**src/rtl/hazard_ctrl.sv**
```systemverilog
// Pipeline sequencing controller: resolves load-use, ID-stage branch/jump and
// multi-cycle data-memory stalls, with saturating perf counters and a timeout flag.
module hazard_ctrl #(
   parameter int CNT_W       = 16,
   parameter int MEM_TIMEOUT = 15
) (
   input  logic             clk_i,
   input  logic             rst_i,
   input  logic [4:0]       id_rsaddr_i,
   input  logic [4:0]       id_rtaddr_i,
   input  logic             id_uses_rt_i,
   input  logic             ex_memread_i,
   input  logic [4:0]       ex_rtaddr_i,
   input  logic             branch_taken_i,
   input  logic             jump_i,
   input  logic             dmem_req_i,
   input  logic             dmem_ack_i,
   output logic             pc_write_o,
   output logic             if_id_write_o,
   output logic             if_id_flush_o,
   output logic             id_ex_bubble_o,
   output logic             hold_o,
   output logic             err_o,
   output logic [CNT_W-1:0] stall_cnt_o,
   output logic [CNT_W-1:0] flush_cnt_o
);

   localparam int WAIT_W = $clog2(MEM_TIMEOUT + 1);
   localparam logic [WAIT_W-1:0] TIMEOUT_VAL = WAIT_W'(MEM_TIMEOUT);
   localparam logic [CNT_W-1:0]  CNT_MAX     = {CNT_W{1'b1}};

   typedef enum logic {RUN, MEM_WAIT} state_e;

   state_e            state_q, state_d;
   logic [WAIT_W-1:0] wait_cnt_q, wait_cnt_d;
   logic              err_q, err_d;
   logic [CNT_W-1:0]  stall_cnt_q, stall_cnt_d;
   logic [CNT_W-1:0]  flush_cnt_q, flush_cnt_d;

   logic mem_stall;
   logic load_use;

   assign load_use = ex_memread_i && (ex_rtaddr_i != 5'd0) &&
                     ((ex_rtaddr_i == id_rsaddr_i) ||
                      (id_uses_rt_i && (ex_rtaddr_i == id_rtaddr_i)));

   // NOTE: every signal written here gets a default first, so no path can infer a latch.
   always_comb begin
      state_d    = state_q;
      wait_cnt_d = wait_cnt_q;
      err_d      = err_q;
      mem_stall  = 1'b0;

      unique case (state_q)
         RUN: begin
            if (dmem_req_i && !dmem_ack_i) begin
               mem_stall  = 1'b1;
               state_d    = MEM_WAIT;
               wait_cnt_d = WAIT_W'(1);
            end
         end
         MEM_WAIT: begin
            if (dmem_ack_i) begin
               state_d    = RUN;
               wait_cnt_d = '0;
            end else if (wait_cnt_q == TIMEOUT_VAL) begin
               // Access abandoned: release the pipeline and flag the error.
               err_d      = 1'b1;
               state_d    = RUN;
               wait_cnt_d = '0;
            end else begin
               mem_stall  = 1'b1;
               wait_cnt_d = wait_cnt_q + WAIT_W'(1);
            end
         end
         default: state_d = RUN;
      endcase

      pc_write_o     = 1'b1;
      if_id_write_o  = 1'b1;
      if_id_flush_o  = 1'b0;
      id_ex_bubble_o = 1'b0;
      hold_o         = 1'b0;

      if (!rst_i) begin
         if (mem_stall) begin
            hold_o        = 1'b1;
            pc_write_o    = 1'b0;
            if_id_write_o = 1'b0;
         end else if (load_use) begin
            // ID instruction is held and re-evaluated, so a branch flush waits too.
            pc_write_o     = 1'b0;
            if_id_write_o  = 1'b0;
            id_ex_bubble_o = 1'b1;
         end else if (branch_taken_i || jump_i) begin
            if_id_flush_o = 1'b1;
         end
      end

      stall_cnt_d = stall_cnt_q;
      if ((hold_o || id_ex_bubble_o) && (stall_cnt_q != CNT_MAX))
         stall_cnt_d = stall_cnt_q + CNT_W'(1);

      flush_cnt_d = flush_cnt_q;
      if (if_id_flush_o && (flush_cnt_q != CNT_MAX))
         flush_cnt_d = flush_cnt_q + CNT_W'(1);
   end

   // NOTE: sequential state uses non-blocking assignments only, so every flop samples pre-edge values.
   always_ff @(posedge clk_i) begin
      if (rst_i) begin
         state_q     <= RUN;
         wait_cnt_q  <= '0;
         err_q       <= 1'b0;
         stall_cnt_q <= '0;
         flush_cnt_q <= '0;
      end else begin
         state_q     <= state_d;
         wait_cnt_q  <= wait_cnt_d;
         err_q       <= err_d;
         stall_cnt_q <= stall_cnt_d;
         flush_cnt_q <= flush_cnt_d;
      end
   end

   assign err_o       = err_q;
   assign stall_cnt_o = stall_cnt_q;
   assign flush_cnt_o = flush_cnt_q;

endmodule

```
**config.mk**
```make
export PLATFORM = sky130hd
export DESIGN_NAME = hazard_ctrl
export DESIGN_NICKNAME = d
export VERILOG_FILES = /design/src/rtl/hazard_ctrl.sv
export SDC_FILE = /design/constraint.sdc
export NUM_CORES = 1
export LEC_CHECK = 0
export CAP_MARGIN = 20
export CELL_PAD_IN_SITES_DETAIL_PLACEMENT = 2
export CELL_PAD_IN_SITES_GLOBAL_PLACEMENT = 2
export CORE_MARGIN = 4
export CORE_UTILIZATION = 27
export DETAILED_ROUTE_END_ITERATION = 12
export PLACE_DENSITY = 0.8
export SLEW_MARGIN = 25
export SYNTH_ARGS = -nofsm -noshare
export SYNTH_HDL_FRONTEND = slang
export SYNTH_SLANG_ARGS = --single-unit
```
**constraint.sdc**
```tcl
create_clock -name clk_i -period 3.5 [get_ports clk_i]
set_input_delay 0.7 -clock clk_i [delete_from_list [all_inputs] [get_ports clk_i]]
set_output_delay 0.7 -clock clk_i [all_outputs]
set_load 0.005 [all_outputs]
```
==> results.md <==
- # port buffers: 60
- Measured slew at the worst slew-check pin: 0.539 ns
- Detailed-route vias per instance: approximately 5.3
- Final Setup Violations: 1
- Worst setup path end: if_id_write_o
- Antenna violations before repair: 0
- Area Overhead vs Synth: 40.8%
- Area of placed instances: approximately 2900 sq um
- Count leader, synth: dfxtp_1
- Antenna Violating Nets Remaining: 0
- CTS root buf: clkbuf_8
- Nets: 358
- Syn_area_per_cell: 8.24 sq um
- Post-Syn Instances: around 270
- Prevailing post-synth register cell: dfxtp_1
- Syn Nets: ~290
- Slew HR: 64.1%
- CTS Buffer Depth: 2
- Required @ worst endpoint: roughly 2.8 ns
- Global route total overflow: 0
- CTS H-Tree Depth: 2
- Worst VDD drop: roughly 0.15 mV
- Dpl ws: -0.0682 ns
- Arrival time at the worst endpoint: about 2.8 ns
- Initial Util: between 20% and 30%
- Fraction of layout cells with a size suffix above 1: 12.0%
- Tot Pwr: 909 uW
- Mapped Area: 2190 sq um
- Cell taking the most area after synthesis: dfxtp_1
- Total clock buffers created by CTS: 5
- First-pass GRT wire length: 12.2 mm
- Worst reg2reg path startpoint: wait_cnt_q[0]$_SDFFE_PP0P_
- Fmax: ~0.28 GHz
- Vias: approximately 2.3k
- Clock slew at reported path FFs: 0.08 ns
- Vias in the first global route: 2397
- Hold_ws: approximately 0.49 ns
- Synth Area in Adders: approximately 1.7%
- Final instance area: roughly 3000 sq um
- Die width: about 100 um
- Yosys cell types: 47
- Total die area: approximately 9600 sq um
- CTS tree: done
- Largest net degree at the start of global routing: 34
- GRT Util Overall: approximately 15%
- Max cap viols: 0
- Hold-fix buffer count after cts: 0
- CTS Sinks: 38
- Drt total wl: between 7 and 8 mm
- WL/cell: 16.9 um
- Yosys warns: 0
- Residual DRC: 0
- Register area share after synthesis: between 30% and 40%
- Hold Path Class: flip-flop to flip-flop
- Synth async-reset ratio: 0%
- Drt pass-1 iters: 4
- Post-detail-place hpwl: roughly 5.4 mm
- Synth Area in Simple Gates: roughly a third
- Main combinational cell family by area after synthesis: simple AND/OR/NAND/NOR gates
- Fin. max-slew vios: 0
- Most frequent cells after synthesis: 38 x dfxtp_1, 24 x nor2_1, 23 x nand2_1
- Setup WS post-layout: -0.0179 ns
- Area contributors post-synth: dfxtp_1 35%, a21oi_1 5.0%, xnor2_1 4.4%
- Crit Path Max Fanout: 2
- Leak pwr: ~1.0 nW
- Initial DRC Count: 54
- GPL Wtd Cong: approximately 0.79
- Yosys reg bits: 38
- Failing checks: negative setup slack
- Core Rows: 32
- Final hold vios: 0
- R2R setup slack: 0.94 ns
- Clock Latency Late Sink: just under 0.3 ns
- Post-Synth XOR/XNOR Area: about 4.8%
- CP startpoint kind: input pin
- Layout Skew: 0.00747 ns
- # diodes: 0
- DP Cell Count: roughly 430
- Compound-Gate Fraction of Synth Area: 16.6%
- Layout Cells excl Fill: 435
- Mux share of post-synthesis cell area: between 5 and 6%
- Post-synth EDFFs: 0
- Status: finished with violations
- Die Height: 98.1 um
- P per Cell Area: 295 nW/um^2
- Reg2reg path depth: 8
- Critical path endpoint category: primary output
- Crit path kind: input pin to primary output
- Post-route clock period utilization: 101%
- CP startpoint: ex_rtaddr_i[1]
- Core area: roughly 7800 sq um
- Reg2reg end: stall_cnt_o[7]$_SDFFE_PP0P_
- Tmin final: 3.52 ns
- Post-synth top area share: a little over a third
- Boundary Pins: 61
[critical path, cell delays in order]
cell and delay [ns]:
clkdlybuf4s50_1 0.42, buf_4 0.15, xnor2_1 0.24, nand3_1 0.19
o22ai_4 0.24, buf_12 0.13, a21oi_4 0.05, or2_4 0.25
clkdlybuf4s50_1 0.44
[sequential cells by signal, indices dropped and copies added, names as in the netlist]
register     flops
err_o            1
stall_cnt_o     16
flush_cnt_o     16
wait_cnt_q       4
state_q          1
[per-layer routing]
layer	GRT usage, %	share of wire [%]	vias up
met2	26.0	49	48
met5	0	0	-
met4	3.51	0.83	0
li1	-	-	1111
met1	20.1	47	1133
met3	3.36	3.3	5
[placed cells by master (no fill, tap or decap), types with 3 or more instances in the layout]
cell / netlist / final
clkdlybuf4s50_1: 0 / 57
dfxtp_1: 38 / 38
nor2_1: 24 / 23
nand2_1: 23 / 23
a21oi_1: 22 / 21
buf_4: 3 / 13
xnor2_1: 11 / 11
nand4_1: 11 / 11
o31ai_1: 10 / 10
or4_1: 11 / 10
nand3_1: 9 / 9
inv_1: 8 / 8
nor3_1: 8 / 8
nor2b_1: 8 / 8
or3_1: 7 / 7
mux2_2: 7 / 7
nor4_1: 6 / 6
clkbuf_8: 0 / 6
and3_1: 5 / 5
o21ai_0: 5 / 5
and2_1: 3 / 3
ha_1: 3 / 3
[cell type report]
type,instances,area [sq um]
clock inverter,2,12.5
inverter,8,30.0
tap,102,128
clock buffer,6,82.6
timing repair buffer,74,722
multi-input combinational,205,1350
fill,898,4720
sequential,38,761
[per-stage QoR]
step	setup TNS, ns	utilization (%)
floorplan	0	-
global placement	-0.0403	37.5
detailed placement	-0.188	37.5
CTS	-0.0278	38.8
global route	-0.108	39.5
finish	-0.0179	39.5
[power by group]
| part | internal [mW] | total [mW] | leakage, nW | switching [mW] |
|---|---|---|---|---|
| Sequential | 0.438 | 0.448 | 0.307 | 0.00946 |
| Combinational | 0.0695 | 0.137 | 0.673 | 0.0671 |
| Clock | 0.159 | 0.325 | 0.0472 | 0.166 |
[cell families (layout without fill, tap and decap cells)]
family,Yosys count,after routing
multiplexers,10,10
AO/OA/AOI/OAI,56,56
AND/OR/NAND/NOR,124,124
buffers and inverters,23,90
flip-flops,38,38
adder cells (fa/ha/maj),3,3
XOR/XNOR,12,12
[repair_timing]
| item | CTS | global route |
|---|---|---|
| buffers inserted | 0 | 2 |
| pin swaps | 0 | 3 |
| gates resized for setup | 3 | 8 |
| endpoints found under the setup margin | 3 | 3 |
| endpoints found under the hold margin | 0 | 0 |
[worst min-delay path by stage]
stage / slack (ns) / to / cells after the start / start
finish: 0.49 / wait_cnt_q[3]$_SDFFE_PP0P_ / 2 / wait_cnt_q[3]$_SDFFE_PP0P_
floorplan: 0.45 / wait_cnt_q[3]$_SDFFE_PP0P_ / 2 / wait_cnt_q[3]$_SDFFE_PP0P_
global route: 0.53 / wait_cnt_q[3]$_SDFFE_PP0P_ / 2 / wait_cnt_q[3]$_SDFFE_PP0P_
detailed placement: 0.48 / wait_cnt_q[3]$_SDFFE_PP0P_ / 2 / wait_cnt_q[3]$_SDFFE_PP0P_
CTS: 0.50 / wait_cnt_q[3]$_SDFFE_PP0P_ / 2 / wait_cnt_q[3]$_SDFFE_PP0P_
global placement: 0.45 / err_o$_SDFFE_PP0P_ / 2 / err_o$_SDFFE_PP0P_
Power figures use the tool's default switching activity.
